==> config.mk <==
export PLATFORM = sky130hd
export DESIGN_NAME = collision_detector
export DESIGN_NICKNAME = d
export VERILOG_FILES = /design/src/rtl/collision_detector_pkg.sv /design/src/rtl/collision_detector_sat_counter.sv /design/src/rtl/collision_detector.sv
export SDC_FILE = /design/constraint.sdc
export NUM_CORES = 1
export LEC_CHECK = 0
export CORE_MARGIN = 2
export CORE_UTILIZATION = 50
export DETAILED_ROUTE_END_ITERATION = 16
export GPL_ROUTABILITY_DRIVEN = 1
export PLACE_DENSITY = 0.7
export RECOVER_POWER = 25
export SKIP_CTS_REPAIR_TIMING = 1
export SLEW_MARGIN = 0
export SYNTH_ARGS = -nofsm -noshare
export SYNTH_HDL_FRONTEND = slang
export SYNTH_HIERARCHICAL = 1
export SYNTH_SLANG_ARGS = --single-unit
==> constraint.sdc <==
create_clock -name clk -period 1.9 [get_ports clk]
set_input_delay 0.285 -clock clk [delete_from_list [all_inputs] [get_ports clk]]
set_output_delay 0.285 -clock clk [all_outputs]
set_load 0.1 [all_outputs]
==> src/rtl/collision_detector_pkg.sv <==
// Shared constants and state encoding for the collision detector, game FSM and renderer.
// STAT_W_DEFAULT only exists when COLLISION_STATS_EN is defined.
package collision_detector_pkg;

    typedef enum logic {
        ST_IDLE = 1'b0,
        ST_SCAN = 1'b1
    } state_t;

    localparam int unsigned THRESHOLD_DEFAULT = 4;
    localparam int unsigned CNT_W_DEFAULT     = 10;
`ifdef COLLISION_STATS_EN
    localparam int unsigned STAT_W_DEFAULT    = 16;
`endif

endpackage

==> src/rtl/collision_detector_sat_counter.sv <==
// Saturating up-counter with synchronous clear (clear wins over increment).
// at_threshold compares the current registered value against THRESHOLD.
module sat_counter
    import collision_detector_pkg::*;
#(
    parameter int unsigned W         = CNT_W_DEFAULT,
    parameter int unsigned THRESHOLD = THRESHOLD_DEFAULT
) (
    input  logic         clk,
    input  logic         reset,
    input  logic         clr,
    input  logic         inc,
    output logic [W-1:0] value,
    output logic         at_threshold
);

    always_ff @(posedge clk or posedge reset) begin
        if (reset) begin
            value <= '0;
        end else if (clr) begin
            value <= '0;
        end else if (inc && (value != '1)) begin
            value <= value + 1'b1;
        end
    end

    assign at_threshold = (32'(value) >= THRESHOLD);

endmodule

==> src/rtl/collision_detector.sv <==
// Per-frame wall-overlap detector producing collided_new / collided_old for the game FSM.
// Define COLLISION_STATS_EN to add the lifetime stat_frames / stat_new_hits / stat_old_hits outputs.
module collision_detector
    import collision_detector_pkg::*;
#(
    parameter int unsigned THRESHOLD = THRESHOLD_DEFAULT,
`ifdef COLLISION_STATS_EN
    parameter int unsigned STAT_W    = STAT_W_DEFAULT,
`endif
    parameter int unsigned CNT_W     = CNT_W_DEFAULT
) (
    input  logic clk,
    input  logic reset,
    input  logic frame_start,
    input  logic frame_end,
    input  logic pixel_valid,
    input  logic player_new_px,
    input  logic player_old_px,
    input  logic wall_px,
    input  logic enable,
    input  logic game_reset,
    input  logic revert_player,
    output logic collided_new,
    output logic collided_old,
    output logic frame_busy
`ifdef COLLISION_STATS_EN
    ,
    output logic [STAT_W-1:0] stat_frames,
    output logic [STAT_W-1:0] stat_new_hits,
    output logic [STAT_W-1:0] stat_old_hits
`endif
);

    state_t           state;
    logic             grace;
    logic             grace_armed;
    logic             start_accept;
    logic             frame_done;
    logic             count_ok;
    logic             inc_new;
    logic             inc_old;
    logic             cnt_clr;
    logic             hit_new;
    logic             hit_old;
    logic             at_thr_new;
    logic             at_thr_old;
    logic [CNT_W-1:0] cnt_new;
    logic [CNT_W-1:0] cnt_old;

    // Counters only ever run in SCAN after a clearing frame_start, so the flag can be
    // predicted from the current count plus this cycle's increment.
    always_comb begin
        start_accept = enable & frame_start & ~frame_end;
        frame_done   = enable & frame_end & (state == ST_SCAN);
        count_ok     = ~game_reset & enable & ~frame_start & ~frame_end
                     & pixel_valid & (state == ST_SCAN);
        inc_new      = count_ok & player_new_px & wall_px & ~grace;
        inc_old      = count_ok & player_old_px & wall_px;
        cnt_clr      = game_reset | start_accept;
        hit_new      = at_thr_new | (inc_new & (32'(cnt_new) == THRESHOLD - 1));
        hit_old      = at_thr_old | (inc_old & (32'(cnt_old) == THRESHOLD - 1));
    end

    sat_counter #(
        .W         (CNT_W),
        .THRESHOLD (THRESHOLD)
    ) u_cnt_new (
        .clk          (clk),
        .reset        (reset),
        .clr          (cnt_clr),
        .inc          (inc_new),
        .value        (cnt_new),
        .at_threshold (at_thr_new)
    );

    sat_counter #(
        .W         (CNT_W),
        .THRESHOLD (THRESHOLD)
    ) u_cnt_old (
        .clk          (clk),
        .reset        (reset),
        .clr          (cnt_clr),
        .inc          (inc_old),
        .value        (cnt_old),
        .at_threshold (at_thr_old)
    );

    always_ff @(posedge clk or posedge reset) begin
        if (reset) begin
            state        <= ST_IDLE;
            collided_new <= 1'b0;
            collided_old <= 1'b0;
            frame_busy   <= 1'b0;
        end else if (game_reset || !enable || frame_end) begin
            state        <= ST_IDLE;
            collided_new <= 1'b0;
            collided_old <= 1'b0;
            frame_busy   <= 1'b0;
        end else if (frame_start) begin
            state        <= ST_SCAN;
            collided_new <= 1'b0;
            collided_old <= 1'b0;
            frame_busy   <= 1'b1;
        end else if (state == ST_SCAN) begin
            collided_new <= hit_new;
            collided_old <= hit_old;
        end
    end

    // Grace lasts through the first frame that starts strictly after the revert pulse.
    always_ff @(posedge clk or posedge reset) begin
        if (reset) begin
            grace       <= 1'b0;
            grace_armed <= 1'b0;
        end else if (game_reset) begin
            grace       <= 1'b0;
            grace_armed <= 1'b0;
        end else if (revert_player) begin
            grace       <= 1'b1;
            grace_armed <= 1'b0;
        end else if (grace) begin
            if (frame_done && grace_armed) begin
                grace       <= 1'b0;
                grace_armed <= 1'b0;
            end else if (start_accept) begin
                grace_armed <= 1'b1;
            end
        end
    end

`ifdef COLLISION_STATS_EN
    sat_counter #(
        .W         (STAT_W),
        .THRESHOLD (1)
    ) u_stat_frames (
        .clk          (clk),
        .reset        (reset),
        .clr          (game_reset),
        .inc          (frame_done),
        .value        (stat_frames),
        .at_threshold ()
    );

    sat_counter #(
        .W         (STAT_W),
        .THRESHOLD (1)
    ) u_stat_new_hits (
        .clk          (clk),
        .reset        (reset),
        .clr          (game_reset),
        .inc          (frame_done & collided_new),
        .value        (stat_new_hits),
        .at_threshold ()
    );

    sat_counter #(
        .W         (STAT_W),
        .THRESHOLD (1)
    ) u_stat_old_hits (
        .clk          (clk),
        .reset        (reset),
        .clr          (game_reset),
        .inc          (frame_done & collided_old),
        .value        (stat_old_hits),
        .at_threshold ()
    );
`endif

endmodule

==> impl_metrics.env <==
export IMPL_core_area_mm2=0.003284
export IMPL_path_clk_slew_ns=0.15
export IMPL_fin_util_pct=61.14
export IMPL_die_w_um=62.02
export IMPL_setup_slack_ns=0.2175
export IMPL_design_area_mm2=0.002008
export IMPL_grt_use_total_pct=22.07
export IMPL_clk_path_buf_depth=2
export IMPL_ir_drop_v=0.0002434
export IMPL_grt_max_degree=15
export IMPL_cts_tree="built"
export IMPL_wl_met3_um=182
export IMPL_antenna_found_initial=0
export IMPL_drv_cap=0
export IMPL_tightest_slew_ns=0.4142
export IMPL_fmax_ghz=0.5944
export IMPL_run_status="completed"
export IMPL_grt_pass1_vias=1399
export IMPL_min_period_over_period_pct=88.55
export IMPL_ys_warn_count=6
export IMPL_grt_ovfl_total=0
export IMPL_slew_violations=0
export IMPL_tns_ns=0
export IMPL_hold_viol=0
export IMPL_dpl_cell_area_mm2=0.001948
export IMPL_cts_buffers=3
export IMPL_finClkSkew_ns=0.004555
export IMPL_row_count=21
export IMPL_initial_utilization_pct=51.24
export IMPL_drive_gt1_share_pct=21.36
export IMPL_critical_path_arrival_ns=1.93
export IMPL_cp_common_cell="and3_4"
export IMPL_met1_length_mm=1.836
export IMPL_syn_to_final_growth_pct=19.33
export IMPL_criticalPathCategory="reg2reg"
export IMPL_first_pass_iters=4
export IMPL_relSlewSlack_pct=72.36
export IMPL_initialDrtViolationCount=118
export IMPL_pin_count=14
export IMPL_dr_wl_met2_mm=2.019
export IMPL_place_ws_ns=-0.4181
export IMPL_nets=222
export IMPL_fin_hold_ws_ns=0.2655
export IMPL_cpPeakStageDelay_ns=0.50
export IMPL_crit_chain="and3_4 -> and4_4 -> and3_4 -> buf_4 -> and3_2 -> a211oi_1"
export IMPL_setup_viol=0
export IMPL_cp_max_fo=4
export IMPL_syn_cell_area_mm2=0.001683
export IMPL_port_buffers=13
export IMPL_root_buffer="clkbuf_4"
export IMPL_highest_layer="met4"
export IMPL_grt_pass1_wl_mm=6.327
export IMPL_synth_nets=198
export IMPL_power_density_mw_per_mm2=437.0
export IMPL_diodes=0
export IMPL_hpwl_mm=2.968
export IMPL_die_y_um=62.02
export IMPL_antenna_left=0
export IMPL_cp_start_kind="flop"
export IMPL_via_per_inst=6.103
export IMPL_num_vias=1538
export IMPL_synth_edff_count=0
export IMPL_ys_flop_type="dfrtp_1"
export IMPL_route_detailed_drc=0
export IMPL_synth_cell_types=43
export IMPL_gp_congestion=0.9054
export IMPL_async_flop_share_pct=100.0
export IMPL_ys_ff_latch=25
export IMPL_rsz0062_at_grt="no"
export IMPL_worst_hold_path_type="in2reg"
export IMPL_h_tree_depth=1
export IMPL_yosysSeqAreaShare_pct=37.17
export IMPL_syn_inst=183
export IMPL_wl_per_cell_um=16.11
export IMPL_crit_required_ns=2.14
export IMPL_drt_wl_total_mm=4.059
export IMPL_critPathCaptureType="flop"
export IMPL_period_minus_slack_ns=1.682
export IMPL_die_area_mm2=0.003846
export IMPL_cts_sinks=25
export IMPL_clk_latency_ns=0.32
export IMPL_leakage_nw=0.8624
export IMPL_syn_avg_cell_area_um2=9.196
export IMPL_crit_slowest_cell="dfrtp_4"
## state kept, by name, summed over array words and instances (netlist names)
register / flops
u_cnt_old/value: 10
state: 1
grace_armed: 1
u_cnt_new/value: 10
collided_new: 1
collided_old: 1
grace: 1
## per-layer routing
metal  up-vias  global-route usage [%]
li1        750                       -
met1       744                   30.65
met2        42                   36.76
met3         2                   2.484
met4         0                   5.471
met5         -                       0
## cells in the mapped netlist (2+ instances only)
master / count / area [um^2]
and2_1: 2 / 12.51
a211oi_1: 8 / 60.06
clkbuf_4: 2 / 15.01
a311oi_1: 2 / 17.52
a31oi_1: 4 / 25.02
inv_1: 11 / 41.29
and4_1: 5 / 43.79
dfrtp_1: 25 / 625.6
mux2i_1: 2 / 20.02
mux2_4: 2 / 30.03
o2111ai_2: 2 / 30.03
and3_1: 5 / 31.28
nor3_1: 7 / 35.03
nand3_1: 4 / 20.02
a41oi_1: 4 / 35.03
and3_2: 3 / 22.52
or3_1: 2 / 12.51
ha_1: 4 / 50.05
o311ai_1: 2 / 17.52
buf_2: 4 / 20.02
o22ai_1: 2 / 12.51
nor4_1: 10 / 62.56
nor4b_1: 2 / 17.52
buf_4: 4 / 30.03
nor3b_1: 2 / 15.01
nand4_1: 7 / 43.79
a41o_2: 2 / 22.52
nor2b_1: 4 / 25.02
nand2b_1: 6 / 37.54
nand3b_1: 2 / 15.01
nor2_1: 9 / 33.78
nand2_1: 8 / 30.03
o21ai_0: 3 / 15.01
a2bb2oi_1: 2 / 17.52
a21oi_1: 11 / 55.05
buf_6: 2 / 22.52
## critical path: cells and delay by family (launching register included)
kind	cells	cell delay (ns)
buffers and inverters	1	0.15
DFF	1	0.50
AOI/OAI and AO/OA	1	0.22
and+or+nand+nor	4	0.74
## final timing paths
path | start | endpoint | slack [ns] | cells after the start
max | state | u_cnt_new/value[3] | 0.22 | 6
min | frame_end | state | 0.27 | 3
max reg2reg | state | u_cnt_new/value[3] | 0.22 | 6
min reg2reg | grace_armed | grace_armed | 0.56 | 2
max in group asynchronous | reset | u_cnt_new/value[1] | 1.19 | 2
min in group asynchronous | reset | collided_old | 0.34 | 2
## layout make-up
cell class | instances | area (um^2)
inverters | 12 | 47.55
clock inverters | 1 | 5.005
repair buffers | 31 | 280.3
multi-input cells | 134 | 965.9
well taps | 46 | 57.56
fillers | 298 | 1276
clock buffers | 3 | 22.52
flip-flops and latches | 25 | 629.4
## logic make-up after synthesis
family | synth area share (%)
fa+ha+maj | 2.974
compound gates | 18.81
buf+inv | 7.955
mux | 2.974
simple gates | 30.11
flops | 37.17
## metrics by stage
step	power, mW	std cells
floorplan	0.5855	183
global placement	0.6318	248
detailed placement	0.6351	248
CTS	0.8816	252
global route	0.9142	252
finish	0.8775	252
## power by group
part | switching, mW | internal [mW]
Clock | 0.175 | 0.0789
Sequential | 0.00217 | 0.535
Combinational | 0.0442 | 0.0419
## placed cells by master, fill, tap and decap left out, types with 5 or more instances in the layout
| cell | instances |
|---|---|
| nand2_1 | 8 |
| clkdlybuf4s50_1 | 5 |
| nand2b_1 | 6 |
| buf_4 | 20 |
| dfrtp_1 | 24 |
| a21oi_1 | 11 |
| nand4_1 | 7 |
| inv_1 | 11 |
| nor3_1 | 7 |
| a211oi_1 | 7 |
| nor4_1 | 10 |
| nor2_1 | 9 |
Power figures use the tool's default switching activity.
